### config.mk
export PLATFORM = sky130hd
export DESIGN_NAME = memory_controller
export DESIGN_NICKNAME = d
export VERILOG_FILES = /design/src/rtl/memory_controller.sv
export SDC_FILE = /design/constraint.sdc
export NUM_CORES = 2
export LEC_CHECK = 0
export CAP_MARGIN = 20
export CORE_MARGIN = 1
export CORE_UTILIZATION = 45
export CTS_CLUSTER_SIZE = 20
export DETAILED_ROUTE_END_ITERATION = 8
export GPL_ROUTABILITY_DRIVEN = 0
export PLACE_DENSITY = 0.66
export SETUP_SLACK_MARGIN = 0.4
export SKIP_LAST_GASP = 1
export SYNTH_ARGS = -nofsm -noshare
export SYNTH_HDL_FRONTEND = slang
export SYNTH_SLANG_ARGS = --single-unit
### constraint.sdc
create_clock -name clk -period 11.8 [get_ports clk]
set_clock_uncertainty 0.15 [all_clocks]
set_input_delay 1.18 -clock clk [delete_from_list [all_inputs] [get_ports clk]]
set_output_delay 1.18 -clock clk [all_outputs]
set_load 0.01 [all_outputs]
### src/rtl/memory_controller.sv
// memory_controller: arbitrated fixed-latency line store serving I-cache and D-cache fills; `MEMORY_CONTROLLER_RR_EN selects round-robin ties.
// Latency: response pulse LATENCY+1 cycles after the request is first seen in IDLE; one transaction per LATENCY+2 cycles.
// Backpressure: requests are held by the caches; anything valid while busy waits and is sampled in the next IDLE cycle.
module memory_controller #(
  parameter int LINE_AW = 6,
  parameter int LINE_W  = 64,
  parameter int LATENCY = 3
) (
  input  logic               clk,
  input  logic               n_rst,
  input  logic               i_req_valid,
  input  logic [LINE_AW-1:0] i_req_addr,
  output logic               i_resp_valid,
  output logic [LINE_W-1:0]  i_resp_data,
  input  logic               d_req_valid,
  input  logic               d_req_write,
  input  logic [LINE_AW-1:0] d_req_addr,
  input  logic [LINE_W-1:0]  d_req_wdata,
  output logic               d_resp_valid,
  output logic [LINE_W-1:0]  d_resp_data,
  output logic               busy
);

  typedef enum logic [1:0] {IDLE, WAIT, RESP} state_t;

  state_t             state;
  logic [3:0]         cnt;
  logic               owner_d;
  logic               lat_write;
  logic [LINE_AW-1:0] lat_addr;
  logic [LINE_W-1:0]  lat_wdata;
  logic               grant_d;

  logic [LINE_W-1:0]  store [2**LINE_AW];

`ifdef MEMORY_CONTROLLER_RR_EN
  logic last_grant_d;

  // On a tie the requester that did not win last time takes the grant.
  always_comb grant_d = d_req_valid && (!i_req_valid || !last_grant_d);

  always_ff @(posedge clk or negedge n_rst) begin
    if (!n_rst) begin
      last_grant_d <= 1'b0;
    end else if (state == IDLE && (i_req_valid || d_req_valid)) begin
      last_grant_d <= grant_d;
    end
  end
`else
  always_comb grant_d = d_req_valid;
`endif

  always_ff @(posedge clk or negedge n_rst) begin
    if (!n_rst) begin
      state        <= IDLE;
      cnt          <= 4'd0;
      owner_d      <= 1'b0;
      lat_write    <= 1'b0;
      lat_addr     <= '0;
      lat_wdata    <= '0;
      busy         <= 1'b0;
      i_resp_valid <= 1'b0;
      d_resp_valid <= 1'b0;
      i_resp_data  <= '0;
      d_resp_data  <= '0;
    end else begin
      case (state)
        IDLE: begin
          if (i_req_valid || d_req_valid) begin
            owner_d   <= grant_d;
            lat_addr  <= grant_d ? d_req_addr : i_req_addr;
            lat_write <= grant_d && d_req_write;
            lat_wdata <= d_req_wdata;
            cnt       <= 4'(LATENCY - 1);
            busy      <= 1'b1;
            state     <= WAIT;
          end
        end
        WAIT: begin
          if (cnt == 4'd0) begin
            // The store cannot change before RESP, so reading here yields the pre-write line.
            i_resp_valid <= !owner_d;
            d_resp_valid <= owner_d;
            i_resp_data  <= owner_d ? '0 : store[lat_addr];
            d_resp_data  <= owner_d ? store[lat_addr] : '0;
            state        <= RESP;
          end else begin
            cnt <= cnt - 4'd1;
          end
        end
        RESP: begin
          i_resp_valid <= 1'b0;
          d_resp_valid <= 1'b0;
          i_resp_data  <= '0;
          d_resp_data  <= '0;
          busy         <= 1'b0;
          state        <= IDLE;
        end
        default: begin
          state <= IDLE;
        end
      endcase
    end
  end

  // No reset here: an asynchronous reset leaves RESP before the edge, so an aborted write never commits.
  always_ff @(posedge clk) begin
    if (state == RESP && lat_write) begin
      store[lat_addr] <= lat_wdata;
    end
  end

endmodule

# After elaboration in Yosys (flattened, before gate mapping)

Memory sizes are Yosys's and may differ from the RTL's.
Index checks and enable logic that the tools add are counted.

Register bits: 209
RAM bits: 4096
Word-level logic and storage cells: 53
Memories kept: 1

Add/sub/neg operators: 1
Equal/unequal tests: 5
Muxes and demuxes: 21
Reductions and logical operators: 14

Memory list:

| name  | depth | width | read ports | clocked after memory_dff | wr ports | line | text |
|---|---|---|---|---|---|---|---|
| store | 64    | 64    | 1          | 0                        | 1        | 34   | `logic [LINE_W-1:0] store [2**LINE_AW];` |

Operators by type and width:

| kind                                                                | number |
|---|---|
| 64-bit 2-to-1 mux                                                   | 4 |
| 64-bit one-hot mux with 2 select lines                              | 2 |
| 4-bit 2-to-1 mux                                                    | 2 |
| 4-bit one-hot mux with 2 select lines                               | 1 |
| 2-bit AND reduction                                                 | 4 |
| 6-bit 2-to-1 mux                                                    | 1 |
| 2-bit != test (second input constant)                               | 3 |
| 1-bit one-hot mux with 2 select lines                               | 3 |
| 2-bit nonzero test                                                  | 3 |
| 1-bit 2-to-1 mux                                                    | 5 |
| 4-bit zero test                                                     | 1 |
| 2-bit 2-to-1 mux                                                    | 2 |
| 2-bit one-hot mux with 2 select lines                               | 1 |
| 4-bit by 1-bit subtractor with 4-bit output (second input constant) | 1 |
| 3-bit AND reduction                                                 | 1 |
| 2-bit by 1-bit == test with 1-bit output (second input constant)    | 1 |
| 2-bit == test (second input constant)                               | 1 |
| 1-bit logical AND                                                   | 2 |
| 2-bit zero test                                                     | 1 |
| 1-bit zero test                                                     | 1 |
| 1-bit logical OR                                                    | 1 |

# Longest topological paths before layout

Word-level depth: 4
Depth in mapped cells: 11
Gate-level depth less buffers: 8

# Least setup slack after synthesis

OpenSTA, ideal clock, no wires.

Kind: register to register
From: register lat_addr[2]
To: memory store[0][0], enable pin
Library setup time: 487 ps
Arrival: 4320 ps
Required time: 11163 ps
Path slack: 6843 ps
Cell stages (with the launch flop): 9
Period minus slack after synthesis: 4957 ps
Path through: dfrtp_1 buf_2 buf_2 buf_4 buf_2 clkbuf_1 nor2_1 nand2_1 nor2_1

RTL lines:

| element                | line | text |
|---|---|---|
| start, declared        | 30   | `logic [LINE_AW-1:0] lat_addr;` |
| start signal, assigned | 71   | `lat_addr <= grant_d ? d_req_addr : i_req_addr;` |
| end, declared          | 34   |  |

Straight into the memory's write port.

# Final worst setup path

From: register lat_addr[1]
To: memory store[11][38], enable pin

Straight into the memory's write port.

==> metrics.md <==
| Metric | Value |
|---|---|
| Cell taking the most area after synthesis | `edfxtp_1` |
| CP Data Required Time | `approximately 12 ns` |
| Clock Root Buffer | `clkbuf_16` |
| Vias/cell | `roughly 6.4` |
| First-pass GRT wire length | `about 660,000 um` |
| Ys Warns | `0` |
| Arr. time, crit path | `about 6.8 ns` |
| Most frequent cells in the layout | `edfxtp_1 (4,096), mux2i_1 (752), a221o_1 (465)` |
| Fin nets | `~9,000` |
| Total congestion overflow | `0` |
| Post-placement cell area | `~0.17 mm2` |
| Via count | `89,890` |
| Initial Util | `0.4523` |
| Initial DRC Count | `roughly 13,000` |
| Sink Count | `between 4,000 and 5,000` |
| P&R area growth vs syn | `13.82%` |
| Vias in the first global route | `between 80,000 and 90,000` |
| Average size of a mapped cell | `~19 um2` |
| Post-synth net total | `roughly 8,600` |
| MaxCap Viol Count | `0` |
| Reg2reg path depth | `6` |
| Critical R2R Launch | `lat_addr[1]$_DFFE_PN0P_` |
| Worst Hold Path Cells | `2` |
| FF+latch count, synth | `between 4,000 and 5,000` |
| Hold Path End | `lat_wdata[36]$_DFFE_PN0P_` |
| Worst-margin pin slew | `1.243 ns` |
| Fill cell count | `roughly 28,000` |
| Post-CTS Resized | `0` |
| DRC Markers | `0` |
| WL final | `471,000 um` |
| Worst Setup Path Type | `flip-flop to flip-flop` |
| CP Max Fanout | `between 80 and 90` |
| Num CTS Buffers | `between 400 and 500` |
| Hold_ws | `between 0.3 and 0.4 ns` |
| Ratio of cells with drive above 1 in the final layout | `0.1441` |
| Fin crit share | `0.5410` |
| EDFF count, synth | `a little over 4,000` |
| LEAKAGE | `~60 nW` |
| PortBufs | `roughly 210` |
| Row cnt | `220` |
| Core area | `0.3589 mm2` |
| Die Ht | `between 600 and 700 um` |
| CP max stage delay | `1.01 ns` |
| Initial antenna violation count | `17` |
| Register area share after synthesis | `0.7898` |
| Slew headroom | `0.1596` |
| Element type at the critical path start | `flip-flop` |
| DP HPWL | `between 200,000 and 300,000 um` |
| CP max stage cell | `nor2_4` |
| DRT Pass-1 Iters | `6` |
| Most Frequent Cell on Critical Path | `buf_4` |
| DIE WIDTH | `between 600 and 700 um` |
| RSZ-0062 raised after global routing | `false` |
| Hold_sp | `lat_wdata[36]$_DFFE_PN0P_` |
| Setup WS post-layout | `between 5 and 6 ns` |
| Final hold violations | `0` |
| Hold buffer count at CTS | `1` |
| Largest net degree at the start of global routing | `~160` |
| CTS tree | `done` |
| Tmin final | `between 6 and 7 ns` |
| Cell area after layout | `between 0.15 and 0.2 mm2` |
| Peak supply drop | `~250 uV` |
| Crit end category | `flip-flop` |
| Pre-CTS setup slack | `5.646 ns` |
| Max-slew violations | `0` |
| Clock slew at reported path FFs | `around 0.06 ns` |
| Asr flop ratio synth | `0.04855` |
| Number of H-tree levels | `5` |
| Top cells by area, synth | `edfxtp_1 (76%), mux2i_1 (4.6%), mux4_2 (3.6%)` |
| Mapped Area | `about 0.16 mm2` |
| FMAX | `between 150 and 200 MHz` |
| Commonest non-fill, non-tap cell in the layout | `edfxtp_1` |
| Reg2reg end | `store[11][38]$_DFFE_PP_` |
| Ys flop type | `edfxtp_1` |
| Mapped Cells | `about 8,600` |
| CP cell instances | `and2_4 -> buf_4 -> nand2_1 -> nor2_4 -> buf_4 -> buf_4` |
| Die footprint | `between 0.3 and 0.4 mm2` |
| Clock buffer depth | `4` |
| Postcts setup bufs | `0` |
| Reg2reg setup slack | `roughly 5.4 ns` |
| Status | `finished, final reports clean` |
| Pwr Density | `254.0 mW/mm2` |
| DRT antenna net count | `0` |
| Clock Latency Late Sink | `just under 1 ns` |
| Fin util | `0.5149` |
| Routed len/inst | `about 34 um` |
| Tot GR Track Use | `0.2526` |
| Yosys cell types | `66` |
| Final TNS setup | `0 ns` |
| Endpoints failing setup | `0` |
| Ports | `212` |
| Worst Hold Class | `flip-flop to flip-flop` |
| Share of the synthesized area in the top cell type | `0.7576` |
==> synth_stat cells (8+ instances only) <==
master and instances:
edfxtp_1 4096, mux2i_1 752, a221o_1 465, nand2_1 416, o22ai_1 358, clkbuf_1 306
a21oi_1 298, mux4_2 261, a22oi_1 234, dfrtp_1 209, buf_2 207, o21ai_0 192
a221oi_1 154, o22a_1 126, nor2_1 89, a31oi_1 68, buf_1 53, nor4b_1 41
mux2_2 22, nor4b_2 20, buf_4 16, nor2b_1 14, buf_6 13, a22o_1 12
and3_1 10, nand3b_1 8
==> report_power, final <==
group	switching (W)	internal (W)	leakage (nW)
combinational	0.00948	0.00448	13.1
sequential	0.000386	0.0191	39.8
clock	0.00574	0.00771	6.68
==> state kept, by name, summed over array words and instances, names as in the netlist <==
register      cells
busy              1
cnt               4
d_resp_data      64
d_resp_valid      1
i_resp_data      64
i_resp_valid      1
lat_addr          6
lat_wdata        64
lat_write         1
owner_d           1
state             2
store          4096
==> worst max-delay path, delay by kind of cell, from the launching register on <==
kind / cells / cell delay, ns
buffers and inverters: 3 / 2.14
flip-flops: 1 / 0.91
AND/OR/NAND/NOR: 3 / 2.53
==> layout make-up <==
class                      instances  area [um2]  area share
sequential                      4305      128200      0.6940
antenna                            2       5.005  0.00002708
tap                             4773        5972     0.03232
multi-input combinational       3661       32120      0.1738
timing repair buffer             520        4662     0.02523
inverter                           6       30.03   0.0001625
clock buffer                     494       10840     0.05863
clock inverter                   271        2934     0.01588
==> cell families after synthesis <==
family | synth area share
AO/OA/AOI/OAI | 0.08972
XOR/XNOR | 0.0001079
adder cells (fa/ha/maj) | 0.00007705
buffers and inverters | 0.01646
flip-flops | 0.7898
multiplexers | 0.08428
AND/OR/NAND/NOR | 0.01959
==> per-stage QoR <==
| step | total power [W] | instances |
|---|---|---|
| finish | 0.04694 | 14030 |
| global route | 0.04829 | 14030 |
| CTS | 0.04691 | 14030 |
| detailed placement | 0.03361 | 13260 |
| global placement | 0.03326 | 13250 |
| floorplan | 0.02805 | 8567 |
==> how the worst max path moves through the flow <==
stage	from	end	slack (ns)	depth (start not counted)
after floorplan	lat_addr[2]$_DFFE_PN0P_	store[0][0]$_DFFE_PP_	6.84	8
after global placement	lat_addr[2]$_DFFE_PN0P_	d_resp_data[14]$_DFFE_PN0P_	5.58	9
after detailed placement	lat_addr[1]$_DFFE_PN0P_	store[11][52]$_DFFE_PP_	5.65	6
after CTS	lat_addr[1]$_DFFE_PN0P_	store[11][38]$_DFFE_PP_	5.66	6
after global routing	lat_addr[1]$_DFFE_PN0P_	store[11][38]$_DFFE_PP_	5.39	6
final	lat_addr[1]$_DFFE_PN0P_	store[11][38]$_DFFE_PP_	5.42	6
==> per-layer routing <==
| metal | share of wire | GRT usage | vias to the layer above | wire length, um |
|---|---|---|---|---|
| li1 | - | - | 36340 | - |
| met1 | 0.38 | 0.3395 | 46990 | 178000 |
| met2 | 0.47 | 0.4083 | 5604 | 222800 |
| met3 | 0.11 | 0.05272 | 948 | 51090 |
| met4 | 0.040 | 0.09157 | 12 | 19020 |
| met5 | 0.00017 | 0 | - | 82 |
No activity file was read; power rests on OpenSTA's default activity.
